===== config.mk =====
export PLATFORM = sky130hd
export DESIGN_NAME = noc_local_ni
export DESIGN_NICKNAME = d
export VERILOG_FILES = /design/src/rtl/noc_pkg.sv /design/src/rtl/ni_fifo.sv /design/src/rtl/noc_local_ni.sv
export SDC_FILE = /design/constraint.sdc
export NUM_CORES = 1
export LEC_CHECK = 0
export ABC_AREA = 1
export BUFFER_PORTS_ARGS = -buffer_cell sky130_fd_sc_hd__buf_2
export CAP_MARGIN = 0
export CORE_MARGIN = 8
export CORE_UTILIZATION = 40
export DETAILED_ROUTE_END_ITERATION = 7
export PLACE_DENSITY_LB_ADDON = 0.05
export RECOVER_POWER = 25
export SYNTH_ARGS = -nofsm -noshare
export SYNTH_HDL_FRONTEND = slang
export SYNTH_SLANG_ARGS = --single-unit

===== constraint.sdc =====
create_clock -name clk -period 2.3 [get_ports clk]
set_input_delay 0.46 -clock clk [delete_from_list [all_inputs] [get_ports clk]]
set_output_delay 0.46 -clock clk [all_outputs]
set_load 0.02 [all_outputs]

===== src/rtl/noc_pkg.sv =====
// ============================================================================
// Module   : noc_pkg
// Brief    : Shared flit format for the NoC local network interface.
// Revision : 1.0
// ============================================================================
`default_nettype none

package noc_pkg;

    localparam int FLIT_W = 16;

    typedef struct packed {
        logic [7:0] payload;
        logic [3:0] dx;
        logic [3:0] dy;
    } flit_t;

endpackage

`default_nettype wire


===== src/rtl/ni_fifo.sv =====
// ============================================================================
// Module   : ni_fifo
// Brief    : Synchronous FIFO with wrap-bit pointers; a pop frees a full slot
//            for a push in the same cycle.
// Revision : 1.0
// ============================================================================
`default_nettype none

module ni_fifo #(
    parameter int DEPTH = 4,
    parameter int WIDTH = 16
) (
    input  logic             clk,
    input  logic             rst,
    input  logic             push,
    input  logic             pop,
    input  logic [WIDTH-1:0] din,
    output logic [WIDTH-1:0] dout,
    output logic             full,
    output logic             empty
);

    localparam int AW = $clog2(DEPTH);

    logic [AW:0]      r_wr_ptr;
    logic [AW:0]      r_rd_ptr;
    logic [WIDTH-1:0] r_mem [DEPTH];
    logic             w_do_push;
    logic             w_do_pop;

    assign empty     = (r_wr_ptr == r_rd_ptr);
    assign full      = (r_wr_ptr[AW] != r_rd_ptr[AW]) &&
                       (r_wr_ptr[AW-1:0] == r_rd_ptr[AW-1:0]);
    assign w_do_pop  = pop && !empty;
    assign w_do_push = push && (!full || w_do_pop);
    assign dout      = r_mem[r_rd_ptr[AW-1:0]];

    always_ff @(posedge clk or negedge rst) begin
        if (!rst) begin
            r_wr_ptr <= '0;
            r_rd_ptr <= '0;
        end else begin
            if (w_do_push) r_wr_ptr <= r_wr_ptr + (AW+1)'(1);
            if (w_do_pop)  r_rd_ptr <= r_rd_ptr + (AW+1)'(1);
        end
    end

    always_ff @(posedge clk) begin
        if (w_do_push) r_mem[r_wr_ptr[AW-1:0]] <= din;
    end

endmodule

`default_nettype wire


===== src/rtl/noc_local_ni.sv =====
// ============================================================================
// Module   : noc_local_ni
// Brief    : PE <-> router local-port interface with credit-based injection
//            and credit-returning ejection buffer.
// Revision : 1.0
// ============================================================================
`default_nettype none

module noc_local_ni
    import noc_pkg::*;
#(
    parameter int TX_DEPTH = 4,
    parameter int RX_DEPTH = 4,
    parameter int CREDITS  = 4,
    parameter int XCOORD   = 0,
    parameter int YCOORD   = 0
) (
    input  logic              clk,
    input  logic              rst,
    input  logic [7:0]        tx_data_i,
    input  logic [7:0]        tx_dest_i,
    input  logic              tx_valid_i,
    output logic              tx_ready_o,
    output logic [FLIT_W-1:0] data_o,
    output logic              valid_o,
    input  logic              credit_i,
    input  logic [FLIT_W-1:0] data_i,
    input  logic              valid_i,
    output logic              credit_o,
    output logic [7:0]        rx_data_o,
    output logic [7:0]        rx_src_o,
    output logic              rx_valid_o,
    input  logic              rx_ready_i,
    output logic              err_o
);

    localparam int CW = $clog2(CREDITS + 1);

    if (XCOORD > 15 || YCOORD > 15 || TX_DEPTH < 2 ||
        (TX_DEPTH & (TX_DEPTH - 1)) != 0) begin : g_param_check
        $error("noc_local_ni: illegal parameter set");
    end

    logic              r_run;
    logic [CW-1:0]     r_credit_cnt;
    logic              r_valid;
    logic [FLIT_W-1:0] r_data;
    logic              r_credit_o;
    logic              r_err;

    flit_t             w_tx_flit;
    flit_t             w_rx_head;
    logic [FLIT_W-1:0] w_tx_dout;
    logic [FLIT_W-1:0] w_rx_dout;
    logic [FLIT_W-1:0] w_issue_flit;
    logic              w_tx_full;
    logic              w_tx_empty;
    logic              w_rx_full;
    logic              w_rx_empty;
    logic              w_tx_push;
    logic              w_issue;
    logic              w_rx_pop;
    logic              w_rx_drop;
    logic              w_credit_ovf;

    assign w_tx_flit  = '{payload: tx_data_i, dx: tx_dest_i[7:4], dy: tx_dest_i[3:0]};
    // r_run keeps tx_ready_o low until the first clock after reset release
    assign tx_ready_o = r_run && !w_tx_full;
    assign w_tx_push  = tx_valid_i && tx_ready_o;
    // An empty queue lets an accepted flit bypass straight into the issue register
    assign w_issue      = (r_credit_cnt != '0) && (!w_tx_empty || w_tx_push);
    assign w_issue_flit = w_tx_empty ? FLIT_W'(w_tx_flit) : w_tx_dout;
    assign w_credit_ovf = credit_i && !w_issue && (r_credit_cnt == CW'(CREDITS));

    ni_fifo #(
        .DEPTH (TX_DEPTH),
        .WIDTH (FLIT_W)
    ) u_tx_fifo (
        .clk   (clk),
        .rst   (rst),
        .push  (w_tx_push && !(w_tx_empty && w_issue)),
        .pop   (w_issue && !w_tx_empty),
        .din   (FLIT_W'(w_tx_flit)),
        .dout  (w_tx_dout),
        .full  (w_tx_full),
        .empty (w_tx_empty)
    );

    assign w_rx_pop   = !w_rx_empty && rx_ready_i;
    assign w_rx_drop  = valid_i && w_rx_full && !w_rx_pop;
    assign w_rx_head  = flit_t'(w_rx_dout);
    assign rx_valid_o = !w_rx_empty;
    assign rx_data_o  = rx_valid_o ? w_rx_head.payload : '0;
    assign rx_src_o   = rx_valid_o ? {w_rx_head.dx, w_rx_head.dy} : '0;

    ni_fifo #(
        .DEPTH (RX_DEPTH),
        .WIDTH (FLIT_W)
    ) u_rx_fifo (
        .clk   (clk),
        .rst   (rst),
        .push  (valid_i),
        .pop   (w_rx_pop),
        .din   (data_i),
        .dout  (w_rx_dout),
        .full  (w_rx_full),
        .empty (w_rx_empty)
    );

    always_ff @(posedge clk or negedge rst) begin
        if (!rst) begin
            r_run        <= 1'b0;
            r_credit_cnt <= CW'(CREDITS);
            r_valid      <= 1'b0;
            r_data       <= '0;
            r_credit_o   <= 1'b0;
            r_err        <= 1'b0;
        end else begin
            r_run      <= 1'b1;
            r_valid    <= w_issue;
            r_credit_o <= w_rx_pop;
            if (w_issue) r_data <= w_issue_flit;
            if (w_issue && !credit_i)
                r_credit_cnt <= r_credit_cnt - CW'(1);
            else if (!w_issue && credit_i && !w_credit_ovf)
                r_credit_cnt <= r_credit_cnt + CW'(1);
            if (w_credit_ovf || w_rx_drop) r_err <= 1'b1;
        end
    end

    assign data_o   = r_data;
    assign valid_o  = r_valid;
    assign credit_o = r_credit_o;
    assign err_o    = r_err;

endmodule

`default_nettype wire

==> summary.txt <==
Run status
  • Status: complete, no violations

CTS
  • Total CTS buffers: 17
  • TritonCTS clock tree: done
  • # H-tree levels: 4
  • Clock sinks: 163
  • Clock slew at reported path FFs: 0.07 ns
  • Root Buffer: clkbuf_16
  • Clk buf depth: 2
  • Clock Latency Late Sink: 0.42 ns

Worst setup path
  • Startpoint types: flip-flop
  • Worst R2R Start: u_tx_fifo.r_wr_ptr[0]
  • CP peak stage delay: 0.44 ns
  • CP required: 1.84 ns
  • Reg2reg path depth: 10
  • Worst Path Buf+Inv: 5
  • Crit path DAT: 1.73 ns
  • R2r setup slk: 0.25 ns
  • Crit end category: output pin
  • Crit path max fanout: 16
  • Cells along the critical path: inv_4 > buf_12 > clkbuf_16 > o21ai_0 > o22ai_1 > nand2_1 > inv_1 > buf_2
  • WS Path Type: flip-flop to output pin
  • Delay-heaviest family, CP: buffers and inverters
  • Critical path launch point: u_rx_fifo.r_rd_ptr[0]
  • Critical R2R Capture: u_tx_fifo.r_mem[0][8]
  • Slowest CP cell: dfrtp_2

Floorplanning
  • Total core area: 0.0165 mm^2
  • Num ports: 75
  • Die height: 146 um
  • Starting Density: 40.9%
  • DIE AREA: 0.0213 mm^2
  • Die width: 146 um
  • Num rows: 47

Global routing
  • Global-route wire length before repair: 25300 um
  • Largest net degree at the start of global routing: 34
  • Vias in the first global route: 4544
  • Grt total ovfl: 0
  • Initial antenna violation count: 1
  • GR Util All Layers: 15.2%

Place
  • DP Wirelength: 9960 um
  • Worst slack, placed: 0.250 ns
  • Placed Area: 0.00756 mm^2
  • IO Port Bufs: 74
  • GP Congestion: 0.767

Logic synthesis
  • Number of synthesized flops with an enable pin: 128
  • Cell count after synthesis: 563
  • FF+latch count, synth: 163
  • Mean area per synthesized cell: 12.0 um^2
  • Primary FF master, synth: edfxtp_1
  • Adder-Cell Fraction of Synth Area: 2.15%
  • Register area share after synthesis: 69.9%
  • Mux cell area share after synthesis: 0%
  • Largest family of logic cells by synthesized area: simple AND/OR/NAND/NOR gates
  • Post-synthesis compound-gate area fraction: 9.87%
  • Synth Area in Simple Gates: 12.1%
  • Post-synth ARST share: 21.5%
  • Post-synthesis xor/xnor area fraction: 1.54%
  • Syn Nets: 612
  • Yosys warnings: 0
  • Library cells used by synthesis: 36
  • Cell Area, Synth: 0.00676 mm^2

Routing
  • Detail Route Antenna Nets: 0
  • Detailed Routing Iterations Pass 1: 6
  • DR vias/cell: 5.03
  • Final wirelength: 15600 um
  • Initial detailed-routing violation count: 273
  • Via count: 4491
  • Routed length per instance: 17.5 um
  • DRC: 0

Cells and area
  • Layout area overhead: 22.3%
  • Fillers: 1509
  • Commonest non-fill, non-tap cell in the layout: edfxtp_1
  • Layout cell share with drive strength beyond 1: 19.9%
  • Most frequent cells in the layout: 128 x edfxtp_1, 90 x nor2_1, 66 x o21ai_0, 53 x nand2_1, 50 x buf_2
  • Reg area: 0.00472 mm^2
  • Final #Nets: 708
  • Post-route cell area: 0.00827 mm^2
  • Multi-input gate area: 0.00175 mm^2
  • Diode count: 0

Pwr
  • Pleak: 3.23 nW
  • Peak supply drop: 0.638 mV
  • P per Cell Area: 1570 mW/mm^2

Run
  • Max_cap viols: 0

STA
  • Min cycle time layout: 2.19 ns
  • # setup viols final: 0
  • Clock Skew: 0.00683 ns
  • Final Cycle Share: 95.4%
  • Max-slew violations: 0
  • Final worst setup slack: 0.107 ns
  • Final Hold Vio Count: 0
  • Fmax: 456 MHz

Min path
  • Endpoint, Worst Hold: u_tx_fifo.r_mem[3][13]
  • Worst hold stages: 1
  • Worst min-delay path class: primary input to flip-flop
  • Worst Min Path Start: tx_data_i[5]
## report_power, final
| part | internal, mW | total (mW) | switching (mW) | leakage (nW) |
|---|---|---|---|---|
| clock network | 1.79 | 3.00 | 1.22 | 0.312 |
| logic | 1.98 | 5.66 | 3.68 | 1.36 |
| registers | 3.95 | 4.28 | 0.326 | 1.57 |
| total | 7.72 | 12.9 | 5.23 | 3.23 |
## layout make-up
type	count	area share, %
clock buffer	19	5.36
sequential	163	57.2
clock inverter	13	2.29
tap	220	3.33
multi-input combinational	328	21.2
timing repair buffer	103	8.54
inverter	46	2.15
## flip-flops by register name (all words and copies together) (netlist names), 3 cells and up
name and count:
u_tx_fifo.r_wr_ptr 3, r_credit_cnt 3, u_tx_fifo.r_mem 64, data_o 16, u_rx_fifo.r_mem 64, u_rx_fifo.r_rd_ptr 3
u_rx_fifo.r_wr_ptr 3, u_tx_fifo.r_rd_ptr 3
## worst max-delay path by stage
stage / cells past startpoint / end
floorplan: 10 / u_tx_fifo.r_mem[0][0]
CTS: 7 / rx_src_o[7]
finish: 8 / rx_data_o[6]
global placement: 10 / u_tx_fifo.r_mem[0][6]
global route: 7 / rx_src_o[7]
detailed placement: 10 / u_tx_fifo.r_mem[0][10]
## per-layer routing
layer	wire length [um]	global-route usage, %	part of all wire (%)	vias to the layer above
met3	691	3.86	4.4	15
met5	9	0	0.058	-
li1	-	-	-	2175
met4	157	4.64	1.0	2
met1	7480	20.6	48	2206
met2	7230	23.6	46	93
## through the flow
step	instances	hold WS, ns	setup TNS (ns)	util [%]	total power [mW]
finish	892	0.286	0	50.0	12.9
global route	892	0.276	-0.00775	50.0	13.9
CTS	890	0.236	0	49.6	12.9
detailed placement	857	0.434	0	45.7	9.89
global placement	857	0.421	0	45.7	9.80
floorplan	563	0.164	-2.43	-	7.97
## cells by family after synthesis
logic type	count (synthesis)
buf+inv	72
fa+ha+maj	11
other cells	1
simple gates	187
xor+xnor	11
compound gates	118
flops	163
## synth_stat cells (6+ instances only)
| master | number | area share, % |
|---|---|---|
| nand3_1 | 27 | 2.0 |
| a31oi_1 | 16 | 1.5 |
| edfxtp_1 | 128 | 57 |
| inv_1 | 43 | 2.4 |
| ha_1 | 10 | 1.9 |
| xnor2_1 | 6 | 0.78 |
| clkbuf_1 | 17 | 0.94 |
| dfrtp_1 | 34 | 13 |
| nand2_1 | 53 | 2.9 |
| o21ai_0 | 66 | 4.9 |
| nor2_1 | 90 | 5.0 |
| o22ai_1 | 32 | 3.0 |
## timing repair
item	in CTS	in global routing
gates resized for setup	0	14
hold endpoints to repair	14	0
setup buffers	0	1
hold buffers	1	0
endpoints found under the setup margin	0	17
No activity file was read; power rests on OpenSTA's default activity.
